$ cat src/rtl/dac_par_multich_driver.sv
// Driver for latched parallel-input multi-channel DACs (TLC7528 class).
// Accepts a frame of NCH samples plus a channel-enable mask, then writes each
// enabled channel in ascending order with programmable setup/strobe/hold.
//
// state  | meaning
// -------+-----------------------------------------------------------------
// IDLE   | no frame; CS_n high, sel/data keep their last value, s_ready=1
// SETUP  | CS_n low, sel/data valid for the current channel, WR_n high
// STROBE | WR_n low, DAC latch transparent
// HOLD   | WR_n high again, sel/data still held; last cycle may chain a frame
module dac_par_multich_driver #(
  parameter int DW      = 8,
  parameter int NCH     = 2,
  parameter int SEL_W   = 1,
  parameter int T_SETUP = 1,
  parameter int T_WR    = 10,
  parameter int T_HOLD  = 2
) (
  input  logic              clk,
  input  logic              rst,
  input  logic              s_valid,
  output logic              s_ready,
  input  logic [NCH*DW-1:0] s_data,
  input  logic [NCH-1:0]    s_ch_en,
  output logic              busy,
  output logic              frame_done,
  output logic              dac_cs_n,
  output logic              dac_wr_n,
  output logic [SEL_W-1:0]  dac_sel,
  output logic [DW-1:0]     dac_data
);

  localparam int IW = (NCH > 1) ? $clog2(NCH) : 1;

  if (NCH < 1 || SEL_W < IW) begin : g_bad_width
    $error("dac_par_multich_driver: NCH must be >= 1 and SEL_W >= max(1,clog2(NCH))");
  end
  if (T_SETUP < 1 || T_SETUP > 255 || T_WR < 1 || T_WR > 255 ||
      T_HOLD < 1 || T_HOLD > 255) begin : g_bad_timing
    $error("dac_par_multich_driver: T_SETUP/T_WR/T_HOLD must be in 1..255");
  end

  typedef enum logic [1:0] {IDLE, SETUP, STROBE, HOLD} state_t;

  state_t              state_q, state_d;
  logic [7:0]          cnt_q, cnt_d;
  logic [NCH*DW-1:0]   frame_q, frame_d;
  logic [NCH-1:0]      rem_q, rem_d;
  logic                cs_d, wr_d, done_d;
  logic [SEL_W-1:0]    sel_d;
  logic [DW-1:0]       data_d;

  logic                tc, accept, launch, launch_port;
  logic [NCH-1:0]      pick_mask;
  logic [NCH*DW-1:0]   pick_data;
  logic [IW-1:0]       idx;

  // Lowest set bit of a channel mask; channels are served in ascending order.
  function automatic logic [IW-1:0] lowest(input logic [NCH-1:0] m);
    lowest = '0;
    for (int i = NCH - 1; i >= 0; i--) begin
      if (m[i]) lowest = IW'(i);
    end
  endfunction

  // A new frame may also be taken in the very last HOLD cycle of a frame, so
  // back-to-back frames run with CS_n held low across the boundary.
  assign tc      = (cnt_q == 8'd0);
  assign s_ready = (state_q == IDLE) || (state_q == HOLD && tc && rem_q == '0);
  assign accept  = s_valid && s_ready;
  assign busy    = (state_q != IDLE);

  // Next-state and next-pin values; every pin comes straight from a flop.
  always_comb begin
    state_d     = state_q;
    cnt_d       = cnt_q;
    frame_d     = frame_q;
    rem_d       = rem_q;
    cs_d        = dac_cs_n;
    wr_d        = dac_wr_n;
    sel_d       = dac_sel;
    data_d      = dac_data;
    done_d      = 1'b0;
    launch      = 1'b0;
    launch_port = 1'b0;
    pick_mask   = '0;
    pick_data   = '0;
    idx         = '0;

    case (state_q)
      IDLE: begin
        if (accept) begin
          launch      = 1'b1;
          launch_port = 1'b1;
        end
      end
      SETUP: begin
        if (tc) begin
          wr_d    = 1'b0;
          state_d = STROBE;
          cnt_d   = 8'(T_WR - 1);
        end else begin
          cnt_d = cnt_q - 8'd1;
        end
      end
      STROBE: begin
        if (tc) begin
          wr_d    = 1'b1;
          state_d = HOLD;
          cnt_d   = 8'(T_HOLD - 1);
        end else begin
          cnt_d = cnt_q - 8'd1;
        end
      end
      HOLD: begin
        if (!tc) begin
          cnt_d = cnt_q - 8'd1;
        end else if (rem_q != '0) begin
          launch = 1'b1;
        end else begin
          done_d = 1'b1;
          if (accept) begin
            launch      = 1'b1;
            launch_port = 1'b1;
          end else begin
            state_d = IDLE;
            cs_d    = 1'b1;
          end
        end
      end
      default: state_d = IDLE;
    endcase

    // Start the first/next enabled channel, or, for an all-disabled frame,
    // spend a single HOLD cycle so frame_done fires on the following edge.
    if (launch) begin
      pick_mask = launch_port ? s_ch_en : rem_q;
      pick_data = launch_port ? s_data : frame_q;
      if (launch_port) frame_d = s_data;
      if (pick_mask != '0) begin
        idx     = lowest(pick_mask);
        state_d = SETUP;
        cnt_d   = 8'(T_SETUP - 1);
        cs_d    = 1'b0;
        sel_d   = SEL_W'(idx);
        data_d  = pick_data[int'(idx)*DW +: DW];
        rem_d   = pick_mask & ~(NCH'(1) << idx);
      end else begin
        state_d = HOLD;
        cnt_d   = 8'd0;
        rem_d   = '0;
        cs_d    = 1'b1;
      end
    end
  end

  // State, phase timer, captured frame and registered DAC pins.
  always_ff @(posedge clk or posedge rst) begin
    if (rst) begin
      state_q    <= IDLE;
      cnt_q      <= 8'd0;
      frame_q    <= '0;
      rem_q      <= '0;
      dac_cs_n   <= 1'b1;
      dac_wr_n   <= 1'b1;
      dac_sel    <= '0;
      dac_data   <= '0;
      frame_done <= 1'b0;
    end else begin
      state_q    <= state_d;
      cnt_q      <= cnt_d;
      frame_q    <= frame_d;
      rem_q      <= rem_d;
      dac_cs_n   <= cs_d;
      dac_wr_n   <= wr_d;
      dac_sel    <= sel_d;
      dac_data   <= data_d;
      frame_done <= done_d;
    end
  end

endmodule
$ cat config.mk
export PLATFORM = sky130hd
export DESIGN_NAME = dac_par_multich_driver
export DESIGN_NICKNAME = d
export VERILOG_FILES = /design/src/rtl/dac_par_multich_driver.sv
export SDC_FILE = /design/constraint.sdc
export NUM_CORES = 1
export LEC_CHECK = 0
export ABC_AREA = 1
export BUFFER_PORTS_ARGS = -buffer_cell sky130_fd_sc_hd__buf_2
export CAP_MARGIN = 20
export CELL_PAD_IN_SITES_DETAIL_PLACEMENT = 2
export CELL_PAD_IN_SITES_GLOBAL_PLACEMENT = 2
export CORE_UTILIZATION = 33
export DETAILED_ROUTE_END_ITERATION = 8
export PLACE_DENSITY = 0.88
export RECOVER_POWER = 50
export SETUP_SLACK_MARGIN = 0.02
export SKIP_LAST_GASP = 1
export SYNTH_ARGS = -nofsm -noshare
export SYNTH_HDL_FRONTEND = slang
export SYNTH_SLANG_ARGS = --single-unit
$ cat constraint.sdc
create_clock -name clk -period 2.3 [get_ports clk]
set_input_delay 0.23 -clock clk [delete_from_list [all_inputs] [get_ports clk]]
set_output_delay 0.23 -clock clk [all_outputs]
set_load 0.03 [all_outputs]
==> impl_metrics.yaml <==
place:
  dpl-instance-area_mm2: 0.00229
  place_congestion: 0.745
  port_buffers: 34
  pre_cts_slack_ns: 0.0754
  dpl.hpwl_um: 4270
  dp.cells: 347
yosys:
  synth_edf_count: 0
  async_reset_ff_share_pct: 100
  synth_area_leaders: "dfrtp_1 (47%), nand2_1 (14%), ha_1 (3.7%), inv_1 (3.5%), nor2_1 (3.3%)"
  yosys_warnings: 0
  ys_types: 31
  yosysSeqAreaShare_pct: 49.5
  syn_avg_cell_area_um2: 8.52
  syn_area_mm2: 0.00203
  syn-num-nets: 265
  synth-main-ff-cell: "dfrtp_1"
  synth.largest_area_cell: "dfrtp_1"
  ys_ff_latch: 40
  synth_cells: 238
  yosys.area.top_type_share_pct: 46.9
worst_hold_path:
  holdCritStartpoint: "s_data[8]"
  hold_path.class: "in -> reg"
clock_network:
  clk_latency_ns: 0.30
  cts-root-buf: "clkbuf_8"
  clkSlewWorstSetupHoldPaths_ns: 0.08
  cts_tree: "done"
  clkSinkCount: 40
  cts-buffers-inserted: 5
  cts_buffer_depth: 2
  htreeDepth: 2
  postCtsHoldBufs: 0
worst_setup_path:
  r2r-start: "state_q[1]"
  startpoint: "state_q[1]"
  cpPeakStageDelay_ns: 0.40
  crit_top_cell: "nand2_1"
  critPathSlowestCell: "dfrtp_1"
  critPathKind: "reg -> reg"
  path_max_fanout: 10
  arrival_ns: 2.43
  cp_cell_sequence: "ha_2 -> inv_1 -> nor2_1 -> nand2_2 -> nand2_4 -> nand3_4 -> nand2_1 -> nand2_1 -> nor2_4 -> nor2_8 -> inv_6 -> nand2_1 -> o21ai_1"
  worst_ep_required_time_ns: 2.52
  crit_path_end_kind: "flop"
  cp-start-kind: "flop"
timing:
  finalHoldViolCount: 0
  drv_slew: 0
  fin_worst_hold_slack_ns: 0.154
  period_needed_ns: 2.21
  finClkSkew_ns: 0.00461
  setup_viol: 0
  max_slew.worst_pin.slew_ns: 1.01
  relSlewSlack_pct: 32.5
  fin_ws_ns: 0.0906
  fin_crit_sh_pct: 96.1
  fmax_mhz: 453
power:
  finalPower_uw: 3610
  powerDensity_mw_per_mm2: 1450
  irDropWorstVdd_mv: 0.608
  p_leak_uw: 0.00128
finish:
  final_nets: 316
  layout.cells.most_common_list: "nand2_1 (71), dfrtp_1 (38), buf_2 (27)"
  design_area_mm2: 0.00248
  area_growth_pct: 22.4
  final_common_cell: "nand2_1"
  instances_no_fill: 365
  drive_gt1_share_pct: 26.9
  diodes: 0
global_route:
  grtUsageTotal_pct: 20.1
  grt_pass1_vias: 2013
  grt_pass1_wl_um: 9670
  grt_max_degree: 41
  grt-ovfl-total: 0
  antenna_found_initial: 0
routing:
  route.detailed.drc: 0
  dr_wl_met3_um: 157
  firstDrtPassIters: 4
  met1_length_um: 2550
  avgRoutedWirePerCell_um: 17.2
  drtAntennaViolNets: 0
  vias_per_cell: 4.96
  drt_wl_total_um: 6290
  routed-via-count: 1810
  maxUsedRoutingLayer: "met4"
  drt-initial-drc-count: 37
  wl_met2_um: 3490
floorplanning:
  die_h_um: 80.4
  core-area_mm2: 0.00592
  die_area_mm2: 0.00646
  rows: 28
  die_w_um: 80.4
  io-pin-count: 35
  start_util_pct: 34.3
job:
  max_cap_violations: 0
run_status:
  outcome: "finished clean"
-- synth_stat cells, types with 2 or more instances --
cell type / number
o21ai_0: 11
a21oi_1: 4
nand4_1: 5
o21ai_1: 13
inv_1: 19
nand2_2: 7
nor2_4: 4
ha_1: 6
nand3_1: 9
nand2_4: 2
o22ai_1: 3
xor2_1: 4
nand2_1: 73
nor3_1: 3
dfrtp_1: 38
nand3_2: 2
nor2_1: 18
inv_2: 3
dfstp_2: 2
-- timing repair --
action | in CTS | in global routing
setup buffers | 2 | 7
gates resized for setup | 0 | 8
pin swaps | 1 | 3
endpoints found under the setup margin | 1 | 14
cloned | 0 | 1
-- final timing paths --
path	end	slack, ns	cells after the start
worst max-delay path	dac_data[4]	0.09	13
worst min-delay path	frame_q[8]	0.15	3
worst max register to register	dac_data[4]	0.09	13
worst min register to register	frame_q[15]	0.48	2
max in group asynchronous	dac_data[3]	1.44	3
min in group asynchronous	frame_q[7]	0.24	3
-- state kept, by name (all words and copies together), names as in the netlist --
signal / cells
dac_sel: 1
frame_done: 1
state_q: 2
rem_q: 2
cnt_q: 8
dac_cs_n: 1
dac_wr_n: 1
dac_data: 8
frame_q: 16
-- critical path, delay by kind of cell (launching register included) --
family | cells | cell delay [ns]
simple gates | 9 | 1.15
fa+ha+maj | 1 | 0.24
flops | 1 | 0.40
buf+inv | 2 | 0.22
compound gates | 1 | 0.10
-- power breakdown --
group | internal [uW] | leakage, uW | total (uW) | switching, uW
Combinational | 592 | 0.000713 | 1850 | 1260
Clock | 322 | 0.0000552 | 584 | 262
Sequential | 999 | 0.000512 | 1180 | 177
Total | 1910 | 0.00128 | 3610 | 1700
-- cell type report --
cell class,instances,area [um^2]
fill,690,3440
sequential,40,1000
multi-input combinational,173,937
timing repair buffer,46,249
tap,75,93.8
inverter,23,91.3
clock buffer,6,72.6
clock inverter,2,35.0
-- cells by family (layout without fill, tap and decap cells) --
kind of cell               after synthesis  after routing  synth area share, %
AOI/OAI and AO/OA                       33             33                 8.58
xor gates and xnor gates                 5              5                 2.16
adders and majority gates                6              6                 3.70
buffers and inverters                   26             77                 5.49
DFF                                     40             40                 49.5
and+or+nand+nor                        128            129                 30.6
-- layer usage --
metal / GRT usage [%] / vias to the layer above
li1: - / 863
met1: 22.0 / 910
met2: 38.1 / 29
met3: 3.75 / 8
met4: 6.96 / 0
met5: 0 / -
-- through the flow --
stage               utilization (%)  TNS [ns]
floorplan                         -         0
CTS                            40.8         0
finish                         41.9         0
detailed placement             38.7         0
global placement               38.7         0
global route                   41.9    -0.124
Power figures use the tool's default switching activity.
